[config.mk]
export PLATFORM = sky130hd
export DESIGN_NAME = unidad_control_multiciclo_flat
export DESIGN_NICKNAME = d
export VERILOG_FILES = /design/src/rtl/unidad_control_multiciclo_if.sv /design/src/rtl/unidad_control_multiciclo.sv /design/src/flat_wrapper.sv
export SDC_FILE = /design/constraint.sdc
export NUM_CORES = 1
export LEC_CHECK = 0
export ABC_AREA = 1
export CAP_MARGIN = 15
export CORE_AREA = 2 2 68 70
export DETAILED_ROUTE_END_ITERATION = 16
export DIE_AREA = 0 0 70 72
export PLACE_DENSITY = 0.79
export SETUP_SLACK_MARGIN = 0.1
export SYNTH_ARGS = -nofsm -noshare
export SYNTH_HDL_FRONTEND = slang
export SYNTH_SLANG_ARGS = --single-unit
export TNS_END_PERCENT = 1
[constraint.sdc]
create_clock -name clk -period 1.46 [get_ports clk]
set_input_delay 0.146 -clock clk [delete_from_list [all_inputs] [get_ports clk]]
set_output_delay 0.146 -clock clk [all_outputs]
set_load 0.05 [all_outputs]
[src/rtl/unidad_control_multiciclo_if.sv]
// Instruction handshake, memory handshake and datapath control bundle of the multicycle control unit.
// master = instruction/memory side, slave = control unit.
interface unidad_control_multiciclo_if #(
    parameter int COUNT_W = 16
);
    logic               inst_valid;
    logic               inst_ready;
    logic [5:0]         opcode;
    logic               mem_ready;
    logic [2:0]         codigo_UC;
    logic               reg_dst;
    logic               alu_src;
    logic               mem_read;
    logic               mem_write;
    logic               mem_to_reg;
    logic               reg_write;
    logic               instr_done;
    logic               illegal_op;
    logic               mem_error;
    logic [COUNT_W-1:0] instr_count;

    modport master (
        output inst_valid, opcode, mem_ready,
        input  inst_ready, codigo_UC, reg_dst, alu_src, mem_read, mem_write,
               mem_to_reg, reg_write, instr_done, illegal_op, mem_error, instr_count
    );

    modport slave (
        input  inst_valid, opcode, mem_ready,
        output inst_ready, codigo_UC, reg_dst, alu_src, mem_read, mem_write,
               mem_to_reg, reg_write, instr_done, illegal_op, mem_error, instr_count
    );
endinterface

[src/rtl/unidad_control_multiciclo.sv]
// Multicycle MIPS-subset main control: IDLE/DECODE/EXEC/MEM/WB FSM with memory-wait timeout.
// Latency 4 (R/addi), 5+w (lw), 4+w (sw), 2 (illegal); accepts only in IDLE, stalls in MEM on mem_ready.
module unidad_control_multiciclo #(
    parameter int MEM_TIMEOUT = 16,
    parameter int COUNT_W     = 16
) (
    input  logic clk,
    input  logic rst_n,
    unidad_control_multiciclo_if.slave bus
);
    typedef enum logic [2:0] {
        IDLE   = 3'd0,
        DECODE = 3'd1,
        EXEC   = 3'd2,
        MEM    = 3'd3,
        WB     = 3'd4
    } state_t;

    localparam logic [5:0] OP_R    = 6'b000000;
    localparam logic [5:0] OP_LW   = 6'b100011;
    localparam logic [5:0] OP_SW   = 6'b101011;
    localparam logic [5:0] OP_ADDI = 6'b001000;
    localparam logic [7:0] LAST_WAIT = 8'(MEM_TIMEOUT - 1);

    state_t             state;
    logic [5:0]         opcode_q;
    logic [7:0]         wait_cnt;
    logic [COUNT_W-1:0] count_q;

    logic is_r, is_lw, is_sw, is_addi, is_illegal, timeout_hit;
    logic [2:0] codigo;
    logic reg_dst, alu_src, mem_read, mem_write, mem_to_reg, reg_write;
    logic done, illegal, mem_err;

    assign is_r        = (opcode_q == OP_R);
    assign is_lw       = (opcode_q == OP_LW);
    assign is_sw       = (opcode_q == OP_SW);
    assign is_addi     = (opcode_q == OP_ADDI);
    assign is_illegal  = !(is_r || is_lw || is_sw || is_addi);
    assign timeout_hit = (wait_cnt == LAST_WAIT);

    always_ff @(posedge clk) begin
        if (!rst_n) begin
            state    <= IDLE;
            opcode_q <= '0;
            wait_cnt <= '0;
            count_q  <= '0;
        end else begin
            if (done)
                count_q <= count_q + 1'b1;
            case (state)
                IDLE: begin
                    if (bus.inst_valid) begin
                        opcode_q <= bus.opcode;
                        state    <= DECODE;
                    end
                end
                DECODE: state <= is_illegal ? IDLE : EXEC;
                EXEC: begin
                    if (is_lw || is_sw) begin
                        wait_cnt <= '0;
                        state    <= MEM;
                    end else begin
                        state <= WB;
                    end
                end
                MEM: begin
                    if (bus.mem_ready)
                        state <= is_lw ? WB : IDLE;
                    else if (timeout_hit)
                        state <= IDLE;
                    else
                        wait_cnt <= wait_cnt + 1'b1;
                end
                WB:      state <= IDLE;
                default: state <= IDLE;
            endcase
        end
    end

    // The MEM-exit pulses (sw retire, timeout abort) must land in the same cycle
    // the memory answers (or fails to), so they are the only terms gated by mem_ready.
    always_comb begin
        codigo     = 3'b111;
        reg_dst    = 1'b0;
        alu_src    = 1'b0;
        mem_read   = 1'b0;
        mem_write  = 1'b0;
        mem_to_reg = 1'b0;
        reg_write  = 1'b0;
        done       = 1'b0;
        illegal    = 1'b0;
        mem_err    = 1'b0;
        case (state)
            DECODE: illegal = is_illegal;
            EXEC: begin
                codigo  = is_r ? 3'b000 : 3'b001;
                alu_src = !is_r;
            end
            MEM: begin
                alu_src   = 1'b1;
                mem_read  = is_lw;
                mem_write = is_sw;
                done      = is_sw && bus.mem_ready;
                mem_err   = !bus.mem_ready && timeout_hit;
            end
            WB: begin
                alu_src    = !is_r;
                reg_write  = 1'b1;
                reg_dst    = is_r;
                mem_to_reg = is_lw;
                done       = 1'b1;
            end
            default: ;
        endcase
    end

    assign bus.inst_ready  = (state == IDLE) && rst_n;
    assign bus.codigo_UC   = codigo;
    assign bus.reg_dst     = reg_dst;
    assign bus.alu_src     = alu_src;
    assign bus.mem_read    = mem_read;
    assign bus.mem_write   = mem_write;
    assign bus.mem_to_reg  = mem_to_reg;
    assign bus.reg_write   = reg_write;
    assign bus.instr_done  = done;
    assign bus.illegal_op  = illegal;
    assign bus.mem_error   = mem_err;
    assign bus.instr_count = count_q;
endmodule

[src/flat_wrapper.sv]
// flat-port wrapper written by rule: the top's interface ports become plain ports
module unidad_control_multiciclo_flat 
#(
    parameter int MEM_TIMEOUT = 16,
    parameter int COUNT_W     = 16
)
  (clk, rst_n, bus_inst_valid, bus_opcode, bus_mem_ready, bus_inst_ready, bus_codigo_UC, bus_reg_dst, bus_alu_src, bus_mem_read, bus_mem_write, bus_mem_to_reg, bus_reg_write, bus_instr_done, bus_illegal_op, bus_mem_error, bus_instr_count);
  unidad_control_multiciclo_if #(.COUNT_W(COUNT_W)) bus_i ();
  input  logic clk;
  input  logic rst_n;
  input wire logic [$bits(bus_i.inst_valid)-1:0] bus_inst_valid;
  input wire logic [$bits(bus_i.opcode)-1:0] bus_opcode;
  input wire logic [$bits(bus_i.mem_ready)-1:0] bus_mem_ready;
  output wire logic [$bits(bus_i.inst_ready)-1:0] bus_inst_ready;
  output wire logic [$bits(bus_i.codigo_UC)-1:0] bus_codigo_UC;
  output wire logic [$bits(bus_i.reg_dst)-1:0] bus_reg_dst;
  output wire logic [$bits(bus_i.alu_src)-1:0] bus_alu_src;
  output wire logic [$bits(bus_i.mem_read)-1:0] bus_mem_read;
  output wire logic [$bits(bus_i.mem_write)-1:0] bus_mem_write;
  output wire logic [$bits(bus_i.mem_to_reg)-1:0] bus_mem_to_reg;
  output wire logic [$bits(bus_i.reg_write)-1:0] bus_reg_write;
  output wire logic [$bits(bus_i.instr_done)-1:0] bus_instr_done;
  output wire logic [$bits(bus_i.illegal_op)-1:0] bus_illegal_op;
  output wire logic [$bits(bus_i.mem_error)-1:0] bus_mem_error;
  output wire logic [$bits(bus_i.instr_count)-1:0] bus_instr_count;
  assign bus_i.inst_valid = bus_inst_valid;
  assign bus_i.opcode = bus_opcode;
  assign bus_i.mem_ready = bus_mem_ready;
  assign bus_inst_ready = bus_i.inst_ready;
  assign bus_codigo_UC = bus_i.codigo_UC;
  assign bus_reg_dst = bus_i.reg_dst;
  assign bus_alu_src = bus_i.alu_src;
  assign bus_mem_read = bus_i.mem_read;
  assign bus_mem_write = bus_i.mem_write;
  assign bus_mem_to_reg = bus_i.mem_to_reg;
  assign bus_reg_write = bus_i.reg_write;
  assign bus_instr_done = bus_i.instr_done;
  assign bus_illegal_op = bus_i.illegal_op;
  assign bus_mem_error = bus_i.mem_error;
  assign bus_instr_count = bus_i.instr_count;
  unidad_control_multiciclo #(.MEM_TIMEOUT(MEM_TIMEOUT), .COUNT_W(COUNT_W)) u_core (.clk(clk), .rst_n(rst_n), .bus(bus_i));
endmodule
==> impl_metrics.py, run 1 <==
metrics = {
    "clocking": {
        "htree_levels": 2,
        "cts_buffer_depth": 2,
        "clk_pin_slew_ns": 0.06,
        "cts_tree": "yes",
        "ctsRootBufferMaster": "clkbuf_8",
        "worst_skew_pair.late_latency_ns": 0.30,
        "postCtsHoldBufs": 0,
        "clkSinkCount": 33,
        "cts_buffers": 5,
    },
    "critical_path": {
        "startpoint_type": "flip-flop",
        "reg2regPathDepth": 8,
        "endpoint_kind": "primary output",
        "cp_max_fo": 8,
        "worstPathRequired_ns": 1.31,
        "worstSetupPathType": "reg2out",
        "arrival_ns": 1.57,
    },
    "drt": {
        "wl_per_cell_um": 13.3,
        "viasPerCell": 5.16,
        "first_pass_iters": 4,
        "ant_nets": 0,
        "routed_wl_um": 5700,
        "via_count": 2213,
        "drc": 0,
        "drt_iter0_drc": 127,
    },
    "synthesis": {
        "synth-seq-cells": 33,
        "yosysUniqueCellTypes": 26,
        "ys_seq_area_share_pct": 35.0,
        "syn_area_per_cell_sq_um": 6.40,
        "syn-instance-count": 295,
        "syn-num-nets": 307,
        "synth_area_sq_um": 1890,
        "synth_warnings": 0,
    },
    "hold_path": {
        "hold_path_depth": 3,
        "hold_class": "in2reg",
    },
    "timing": {
        "min_period_over_period_pct": 118,
        "fin_ws_ns": -0.259,
        "drv_slew": 0,
        "skew_ns": 0.00966,
        "setup_violations": 25,
        "fmax_ghz": 0.582,
        "worst_pin_slew_ns": 0.439,
        "finalHoldViolations": 0,
        "hold-worst-slack_ns": 0.422,
        "rsz0062_at_grt": "yes",
        "min_period_ns": 1.72,
        "slew_headroom_pct": 70.7,
    },
    "global_routing": {
        "grt_usage_pct": 22.8,
        "grt_pass1_wl_um": 9160,
        "grt_pass1_vias": 2027,
        "grt_max_degree": 16,
        "grt.overflow.total": 0,
        "antenna_found_initial": 0,
    },
    "power_and_ir_drop": {
        "seqPwrFrac_pct": 44.8,
        "power_frac_clock_pct": 36.0,
        "swShare_pct": 28.8,
        "irDropWorstVdd_mv": 0.677,
        "p_leak_nw": 1.27,
        "pwr-share-comb_pct": 19.2,
        "powerDensity_nw_per_um2": 682,
        "power_switching_w": 0.000620,
        "finalPower_w": 0.00215,
        "internal-power_w": 0.00153,
    },
    "finish": {
        "fin_area_sq_um": 3160,
        "area_growth_pct": 67.1,
        "final_common_cell": "nand2_1",
        "final-seq-area_sq_um": 676,
        "final_cell_mix": "nand2_1 (80), buf_4 (44), nor2_1 (35)",
        "multi_input_area_sq_um": 1230,
        "layout-drive-gt1-share_pct": 35.8,
        "fillerInstances": 274,
        "diodes": 0,
        "final_nets": 388,
    },
    "job": {
        "cap_violations": 0,
    },
    "die": {
        "initial_core_util_pct": 44.3,
        "die_w_um": 70,
        "die_h_um": 72,
        "num_io_pins": 39,
        "core_sq_um": 4260,
        "rows": 24,
        "dieArea_sq_um": 5040,
    },
    "place": {
        "io_buffer_count": 38,
        "gp_congestion": 0.861,
        "pre_cts_ws_ns": -0.162,
        "hpwl_um": 3750,
        "place_area_sq_um": 2770,
    },
    "outcome": {
        "violations": "setup timing",
        "status": "finished, violations left",
    },
}
==> metrics by stage <==
step	TNS [ns]	utilization [%]	std cells
after floorplan	-1.16	-	295
after CTS	-1.47	70.6	422
final	-3.56	74.0	429
after global placement	-0.442	64.8	409
after detailed placement	-1.55	64.8	409
after global routing	-6.36	74.0	429
==> critical path: stages, from the launching register on <==
cell and delay (ns):
dfxtp_1 0.31, inv_2 0.06, nand4_1 0.18, buf_4 0.20, nor2_4 0.10, nand2_2 0.06, nand2_2 0.10, buf_8 0.14
buf_12 0.13
==> synthesized netlist by cell type <==
library cell	number	area share [%]
nand2_1	85	17
nor2_1	47	9.3
dfxtp_1	33	35
inv_1	32	6.4
a21oi_1	27	7.2
nand3_1	22	5.8
o21ai_0	8	2.1
nand4_1	7	2.3
nand2_2	5	1.7
nor3_1	5	1.3
a21oi_2	3	1.4
buf_4	2	0.79
buf_6	2	1.2
ha_1	2	1.3
nor2_4	2	1.2
xnor2_1	2	0.93
xor2_1	2	0.93
a21boi_0	1	0.40
buf_1	1	0.20
buf_12	1	1.1
clkbuf_1	1	0.20
clkinv_1	1	0.20
nand3_2	1	0.53
nand3_4	1	0.93
nor4_1	1	0.33
o21bai_1	1	0.40
==> power by group through the flow <==
stage | clock network [W] | registers, W | logic, W
2_1_floorplan | 0 | 0.000972 | 0.000189
3_3_place_gp | 0 | 0.000969 | 0.000328
3_5_place_dp | 0 | 0.000971 | 0.000338
4_1_cts | 0.000781 | 0.000957 | 0.000367
5_1_grt | 0.000816 | 0.000966 | 0.000443
6_report | 0.000775 | 0.000965 | 0.000413
==> routing by layer <==
metal	up-vias	wire, um	global-route usage, %	part of all wire (%)
li1	1109	-	-	-
met1	1012	2260	25.2	40
met2	75	3000	41.6	53
met3	17	279	5.56	4.9
met4	0	159	10.0	2.8
met5	-	0	0	0
==> sequential cells by signal, indices dropped and copies added, names as in the netlist <==
register / flops
u_core.wait_cnt: 8
u_core.bus.instr_count: 16
u_core.state: 3
u_core.opcode_q: 6
==> cell families (layout without fill, tap and decap cells) <==
| family | after synthesis | after routing | synth area share, % |
|---|---|---|---|
| XOR/XNOR | 4 | 4 | 1.86 |
| AND/OR/NAND/NOR | 176 | 176 | 40.4 |
| flip-flops | 33 | 33 | 35.0 |
| AO/OA/AOI/OAI | 40 | 40 | 11.5 |
| buffers and inverters | 40 | 122 | 10.0 |
| adder cells (fa/ha/maj) | 2 | 2 | 1.33 |
==> cell type report <==
cell class	instances	area share [%]
repair buffers	81	30.4
flip-flops and latches	33	21.4
clock inverters	1	0.159
clock buffers	7	3.05
well taps	52	2.06
inverters	33	3.93
multi-input cells	222	39.0
==> what timing repair did <==
action | CTS | global route
endpoints found under the setup margin | 40 | 45
gates cloned | 0 | 0
pin swaps | 7 | 10
gates resized for setup | 33 | 27
setup buffers | 5 | 7
==> final timing paths <==
path | startpoint | to | slack [ns]
worst max-delay path | u_core.opcode_q[4]$_SDFFE_PN0P_ | bus_instr_done | -0.26
worst min-delay path | bus_opcode[0] | u_core.opcode_q[0]$_SDFFE_PN0P_ | 0.42
worst max register to register | u_core.opcode_q[2]$_SDFFE_PN0P_ | u_core.bus.instr_count[10]$_SDFFE_PN0P_ | -0.15
worst min register to register | u_core.opcode_q[4]$_SDFFE_PN0P_ | u_core.opcode_q[4]$_SDFFE_PN0P_ | 0.47
Note: power is estimated with default switching activity, not from simulation.
==> run 2, diff against run 1 <==
--- a/config.mk
+++ b/config.mk
@@ -7,10 +7,11 @@
 export LEC_CHECK = 0
 export ABC_AREA = 1
 export CAP_MARGIN = 15
-export CORE_AREA = 2 2 68 70
+export CORE_AREA = 2 2 66 68
+export CTS_BUF_LIST = sky130_fd_sc_hd__clkbuf_4 sky130_fd_sc_hd__clkbuf_8
 export DETAILED_ROUTE_END_ITERATION = 16
-export DIE_AREA = 0 0 70 72
-export PLACE_DENSITY = 0.79
+export DIE_AREA = 0 0 68 70
+export PLACE_DENSITY = 0.83
 export SETUP_SLACK_MARGIN = 0.1
 export SYNTH_ARGS = -nofsm -noshare
 export SYNTH_HDL_FRONTEND = slang
==> impl_metrics.py, run 2 (synthesis gave the netlist of run 1 again) <==
metrics = {
    "finish": {
        "fillerInstances": 268,
        "area_growth_pct": 69.7,
        "final_common_cell": "nand2_1",
        "largest_reg_flops": 16,
        "diodes": 0,
        "layout.cells.non_filler": 432,
        "final_nets": 391,
        "final_cell_mix": "nand2_1 (81), buf_4 (48), nor2_1 (36)",
        "layout-drive-gt1-share_pct": 36.8,
    },
    "clocking": {
        "clk_pin_slew_ns": 0.06,
        "cts_buffer_depth": 2,
        "cts_tree": "yes",
        "htree_levels": 2,
        "ctsRootBufferMaster": "clkbuf_8",
        "clkSinkCount": 33,
        "cts_buffers": 5,
        "worst_skew_pair.late_latency_ns": 0.30,
        "postCtsHoldBufs": 0,
    },
    "timing": {
        "worst_pin_slew_ns": 0.434,
        "rsz0062_at_grt": "yes",
        "skew_ns": 0.00718,
        "fin_ws_ns": -0.307,
        "setup_violations": 35,
        "fmax_ghz": 0.566,
        "finalHoldViolations": 0,
        "min_period_over_period_pct": 121,
        "slew_headroom_pct": 71.1,
        "hold-worst-slack_ns": 0.466,
        "min_period_ns": 1.77,
        "finalSetupTns_ns": -3.31,
        "drv_slew": 0,
    },
    "critical_path": {
        "reg2reg_to": "u_core.state[2]$_SDFFE_PN0P_",
        "critPathSlowestCell": "dfxtp_2",
        "rrSetupSlack_ns": -0.26,
        "cp_max_fo": 3,
        "worstSetupPathType": "reg2out",
        "path_cells": "nor2_2 > nand3_2 > nor3_4 > inv_1 > nor2_2 > buf_12",
        "rr_startpoint": "u_core.opcode_q[4]$_SDFFE_PN0P_",
        "cp_slowest_stage_delay_ns": 0.34,
        "path_delay_family": "simple AND/OR/NAND/NOR gates",
        "worstPathRequired_ns": 1.31,
        "path_common_cell": "nor2_2",
        "reg2regPathDepth": 13,
        "endpoint_kind": "primary output",
        "arrival_ns": 1.62,
        "startpoint_type": "flip-flop",
        "crit_buf_inv": 2,
    },
    "drt": {
        "via_count": 2353,
        "drc": 0,
        "first_pass_iters": 4,
        "routed_wl_um": 6330,
        "viasPerCell": 5.45,
        "ant_nets": 0,
        "drt_iter0_drc": 138,
        "wl_per_cell_um": 14.6,
    },
    "global_routing": {
        "antenna_found_initial": 0,
        "grt_max_degree": 16,
        "grt_pass1_vias": 2187,
        "grt_usage_pct": 26.2,
        "grt.overflow.total": 0,
        "grt_pass1_wl_um": 9520,
    },
    "place": {
        "io_buffer_count": 38,
        "hpwl_um": 3660,
        "pre_cts_ws_ns": -0.106,
        "place_inst": 410,
        "gp_congestion": 0.857,
    },
    "outcome": {
        "status": "finished, violations left",
        "violations": "setup timing",
    },
    "power_and_ir_drop": {
        "pwr-share-comb_pct": 18.5,
        "irDropWorstVdd_mv": 0.940,
        "seqPwrFrac_pct": 41.8,
        "powerDensity_nw_per_um2": 726,
        "power_switching_w": 0.000643,
        "swShare_pct": 27.6,
        "power_frac_clock_pct": 39.7,
        "internal-power_w": 0.00168,
        "p_leak_nw": 1.31,
        "finalPower_w": 0.00233,
    },
    "hold_path": {
        "min_from": "bus_opcode[3]",
        "hold_end": "u_core.opcode_q[3]$_SDFFE_PN0P_",
        "hold_class": "in2reg",
        "hold_path_depth": 3,
    },
    "die": {
        "initial_core_util_pct": 45.6,
        "rows": 24,
        "core_sq_um": 4140,
        "die_h_um": 70,
        "die_w_um": 68,
        "dieArea_sq_um": 4760,
        "num_io_pins": 39,
    },
    "job": {
        "cap_violations": 0,
    },
}
==> run 2: layout make-up <==
class	count	area, sq um	area share (%)
clock buffers	7	90.1	2.81
clock inverters	1	30.0	0.937
inverters	33	131	4.10
multi-input cells	222	1230	38.3
flip-flops and latches	33	683	21.3
well taps	52	65.1	2.03
repair buffers	84	978	30.5
==> run 2: power groups by stage <==
stage	logic, W	clock network [W]	registers (W)
floorplan	0.000189	0	0.000972
detailed placement	0.000342	0	0.000968
global route	0.000454	0.000969	0.000971
global placement	0.000334	0	0.000966
CTS	0.000379	0.000924	0.000957
finish	0.000431	0.000924	0.000972
==> run 2: tightest hold or removal path, cell delays in order <==
cell,delay (ns)
clkdlybuf4s50_1,0.40
nand3_1,0.10
a21oi_1,0.07
==> run 2: how the worst max path moves through the flow <==
stage / start / to / slack, ns / cells after the start
global route: u_core.opcode_q[4]$_SDFFE_PN0P_ / u_core.state[2]$_SDFFE_PN0P_ / -0.38 / 13
detailed placement: bus_mem_ready / u_core.bus.instr_count[15]$_SDFFE_PN0P_ / -0.11 / 8
CTS: u_core.opcode_q[4]$_SDFFE_PN0P_ / bus_mem_read / -0.24 / 9
global placement: bus_mem_ready / u_core.bus.instr_count[2]$_SDFFE_PN0P_ / -0.08 / 8
finish: u_core.opcode_q[5]$_SDFFE_PN0P_ / bus_reg_dst / -0.31 / 6
floorplan: u_core.state[0]$_SDFFE_PN0P_ / bus_illegal_op / -0.19 / 2
==> run 2: metrics by stage <==
step	cell area, sq um	utilization, %
after floorplan	1910	-
final	3200	77.3
after global routing	3200	77.3
after detailed placement	2760	66.6
after CTS	3040	73.4
after global placement	2760	66.6
==> run 2: repair_timing <==
item	CTS	global route
pin swaps	7	13
resized for setup	33	36
hold endpoints to repair	0	0
buffers inserted	9	6
setup endpoints to repair	40	46
==> run 2: layer usage <==
| layer | vias up | wire length (um) | global-route usage (%) |
|---|---|---|---|
| met3 | 27 | 455 | 6.28 |
| met1 | 1096 | 2360 | 30.8 |
| met4 | 0 | 236 | 12.2 |
| met5 | - | 0 | 0 |
| met2 | 118 | 3270 | 43.7 |
| li1 | 1112 | - | - |
==> run 3, diff against run 2 <==
--- a/config.mk
+++ b/config.mk
@@ -5,12 +5,12 @@
 export SDC_FILE = /design/constraint.sdc
 export NUM_CORES = 1
 export LEC_CHECK = 0
-export ABC_AREA = 1
+export ABC_AREA = 0
 export CAP_MARGIN = 15
-export CORE_AREA = 2 2 66 68
+export CORE_AREA = 2 2 64 66
 export CTS_BUF_LIST = sky130_fd_sc_hd__clkbuf_4 sky130_fd_sc_hd__clkbuf_8
 export DETAILED_ROUTE_END_ITERATION = 16
-export DIE_AREA = 0 0 68 70
+export DIE_AREA = 0 0 66 68
 export PLACE_DENSITY = 0.83
 export SETUP_SLACK_MARGIN = 0.1
 export SYNTH_ARGS = -nofsm -noshare
==> impl_metrics.py, run 3 <==
metrics = {
    "clocking": {
        "cts_buffer_depth": 2,
        "htree_levels": 2,
        "clkSinkCount": 33,
        "cts_buffers": 5,
        "worst_skew_pair.late_latency_ns": 0.30,
        "cts_tree": "yes",
        "ctsRootBufferMaster": "clkbuf_8",
        "clk_pin_slew_ns": 0.08,
    },
    "synthesis": {
        "synth_warnings": 0,
        "synthFlopType": "dfxtp_1",
        "syn-num-nets": 220,
        "synth_top_cells_by_count": "dfxtp_1 (33), a21oi_1 (17), nand3_1 (15), nand2_1 (14), nor2_1 (14)",
        "synth_largest_area_cell": "dfxtp_1",
        "yosysUniqueCellTypes": 38,
        "syn_area_per_cell_sq_um": 8.33,
        "synth_edf_count": 0,
        "synth-seq-cells": 33,
        "synth.area.top_cells": "dfxtp_1 (38%), a21oi_1 (4.9%), mux2i_1 (4.6%)",
        "netlist.area_leader.share_pct": 38.1,
        "ys_seq_area_share_pct": 38.1,
        "synth_area_sq_um": 1730,
        "yosysMostFrequentCell": "dfxtp_1",
        "synth-async-reset-ratio_pct": 0,
        "syn-instance-count": 208,
    },
    "power_and_ir_drop": {
        "power_switching_w": 0.000597,
        "powerDensity_nw_per_um2": 664,
        "pwr-share-comb_pct": 19.6,
        "finalPower_w": 0.00211,
        "seqPwrFrac_pct": 44.3,
        "internal-power_w": 0.00151,
        "p_leak_nw": 1.25,
        "irDropWorstVdd_mv": 0.640,
        "power_frac_clock_pct": 36.0,
        "swShare_pct": 28.4,
    },
    "critical_path": {
        "startpoint_type": "flip-flop",
        "path_delay_family": "compound AO/OA/AOI/OAI gates",
        "critPathSlowestCell": "o41a_4",
        "arrival_ns": 2.23,
        "worstSetupPathDepth": 5,
        "endpoint_kind": "flip-flop",
        "cp_slowest_stage_delay_ns": 0.58,
        "path_cells": "nand4b_1 > o41a_4 > buf_6 > or4_4 > a21oi_2",
        "reg2regPathDepth": 5,
        "rrSetupSlack_ns": -0.55,
        "worstPathRequired_ns": 1.68,
        "cp_max_fo": 8,
        "rr_startpoint": "u_core.state[2]$_SDFFE_PN0P_",
        "crit_buf_inv": 1,
        "reg2reg_to": "u_core.bus.instr_count[14]$_SDFFE_PN0P_",
        "worstSetupPathType": "reg2reg",
    },
    "timing": {
        "fmax_ghz": 0.498,
        "rsz0062_at_grt": "yes",
        "min_period_ns": 2.01,
        "slew_headroom_pct": 78.0,
        "skew_ns": 0.0139,
        "drv_slew": 0,
        "worst_pin_slew_ns": 0.327,
        "finalHoldViolations": 0,
        "fin_ws_ns": -0.546,
        "min_period_over_period_pct": 137,
        "setup_violations": 40,
    },
    "drt": {
        "drt_iter0_drc": 232,
        "via_count": 2232,
        "routed_wl_um": 7020,
        "ant_nets": 0,
        "wl_per_cell_um": 19.5,
        "first_pass_iters": 5,
        "viasPerCell": 6.20,
        "drc": 0,
    },
    "die": {
        "initial_core_util_pct": 44.9,
        "core_sq_um": 3860,
        "die_h_um": 68,
        "die_w_um": 66,
        "num_io_pins": 39,
        "dieArea_sq_um": 4490,
        "rows": 23,
    },
    "hold_path": {
        "hold_class": "in2reg",
        "hold_path_depth": 3,
        "min_from": "bus_opcode[4]",
        "hold_end": "u_core.opcode_q[4]$_SDFFE_PN0P_",
    },
    "global_routing": {
        "grt_pass1_vias": 2053,
        "antenna_found_initial": 0,
        "grt.overflow.total": 0,
        "grt_pass1_wl_um": 9780,
        "grt_max_degree": 21,
        "grt_usage_pct": 29.5,
    },
    "finish": {
        "fillerInstances": 208,
        "final_common_cell": "buf_4",
        "final-seq-area_sq_um": 682,
        "final_nets": 321,
        "multi_input_area_sq_um": 1260,
        "layout-drive-gt1-share_pct": 53.9,
        "area_growth_pct": 83.0,
        "layout.cells.non_filler": 360,
        "final_cell_mix": "buf_4 (68), dfxtp_2 (17), dfxtp_1 (16)",
        "largest_reg_flops": 16,
        "diodes": 0,
        "fin_area_sq_um": 3170,
    },
    "place": {
        "io_buffer_count": 38,
        "gp_congestion": 0.886,
        "place_inst": 346,
        "place_area_sq_um": 2750,
        "hpwl_um": 3680,
    },
    "outcome": {
        "status": "finished, violations left",
        "violations": "setup timing",
    },
    "job": {
        "cap_violations": 0,
    },
}
run 3: worst max path at each step:
stage | to | startpoint
after floorplan | u_core.bus.instr_count[9]$_SDFFE_PN0P_ | u_core.state[2]$_SDFFE_PN0P_
after global placement | u_core.bus.instr_count[4]$_SDFFE_PN0P_ | bus_mem_ready
after detailed placement | u_core.bus.instr_count[6]$_SDFFE_PN0P_ | bus_mem_ready
after CTS | bus_instr_done | u_core.opcode_q[2]$_SDFFE_PN0P_
after global routing | u_core.bus.instr_count[14]$_SDFFE_PN0P_ | u_core.state[2]$_SDFFE_PN0P_
final | u_core.bus.instr_count[14]$_SDFFE_PN0P_ | u_core.state[2]$_SDFFE_PN0P_
run 3: power by group through the flow:
| stage | registers (W) | clock network, W | logic (W) |
|---|---|---|---|
| after floorplan | 0.000954 | 0 | 0.000152 |
| after global placement | 0.000947 | 0 | 0.000303 |
| after detailed placement | 0.000948 | 0 | 0.000313 |
| after CTS | 0.000929 | 0.000750 | 0.000373 |
| after global routing | 0.000934 | 0.000798 | 0.000430 |
| final | 0.000934 | 0.000759 | 0.000413 |
run 3: area by class of cell:
cell class	instances	share of cell area, %
clock buffer	8	2.88
inverter	8	1.10
multi-input combinational	156	39.8
sequential	33	21.5
tap	50	1.97
timing repair buffer	105	32.8
run 3: cell families after synthesis:
kind of cell    after synthesis  share of synthesized area, %
mux                           8                          4.62
buf+inv                      20                          4.98
compound gates               51                          20.6
fa+ha+maj                     2                          1.44
xor+xnor                      1                         0.506
flops                        33                          38.1
simple gates                 93                          29.7
run 3: worst min-delay path, cell delays in order:
cell	delay, ns
clkdlybuf4s50_1	0.39
mux2i_1	0.13
nor2_1	0.05
run 3: through the flow:
step	TNS [ns]	worst slack, ns	hold WS [ns]	util, %
global placement	-9.82	-0.519	0.465	71.2
floorplan	-7.63	-0.348	0.285	-
finish	-13.34	-0.546	0.453	82.2
detailed placement	-11.24	-0.551	0.483	71.2
CTS	-9.41	-0.422	0.467	78.8
global route	-14.42	-0.556	0.505	82.2
run 3: timing repair:
action / in CTS / in global routing
pin swaps: 17 / 5
hold buffers: 0 / 0
buffers inserted: 2 / 3
gates cloned: 1 / 0
resized for setup: 44 / 22
setup endpoints to repair: 46 / 46
run 3: per-layer routing:
metal	vias to the layer above	wire, um	global-route usage (%)	share of wire, %
met5	-	0	0	0
met4	0	442	19.9	6.3
met3	42	563	5.76	8.0
met2	127	3400	52.4	48
met1	1063	2620	31.9	37
li1	1000	-	-	-
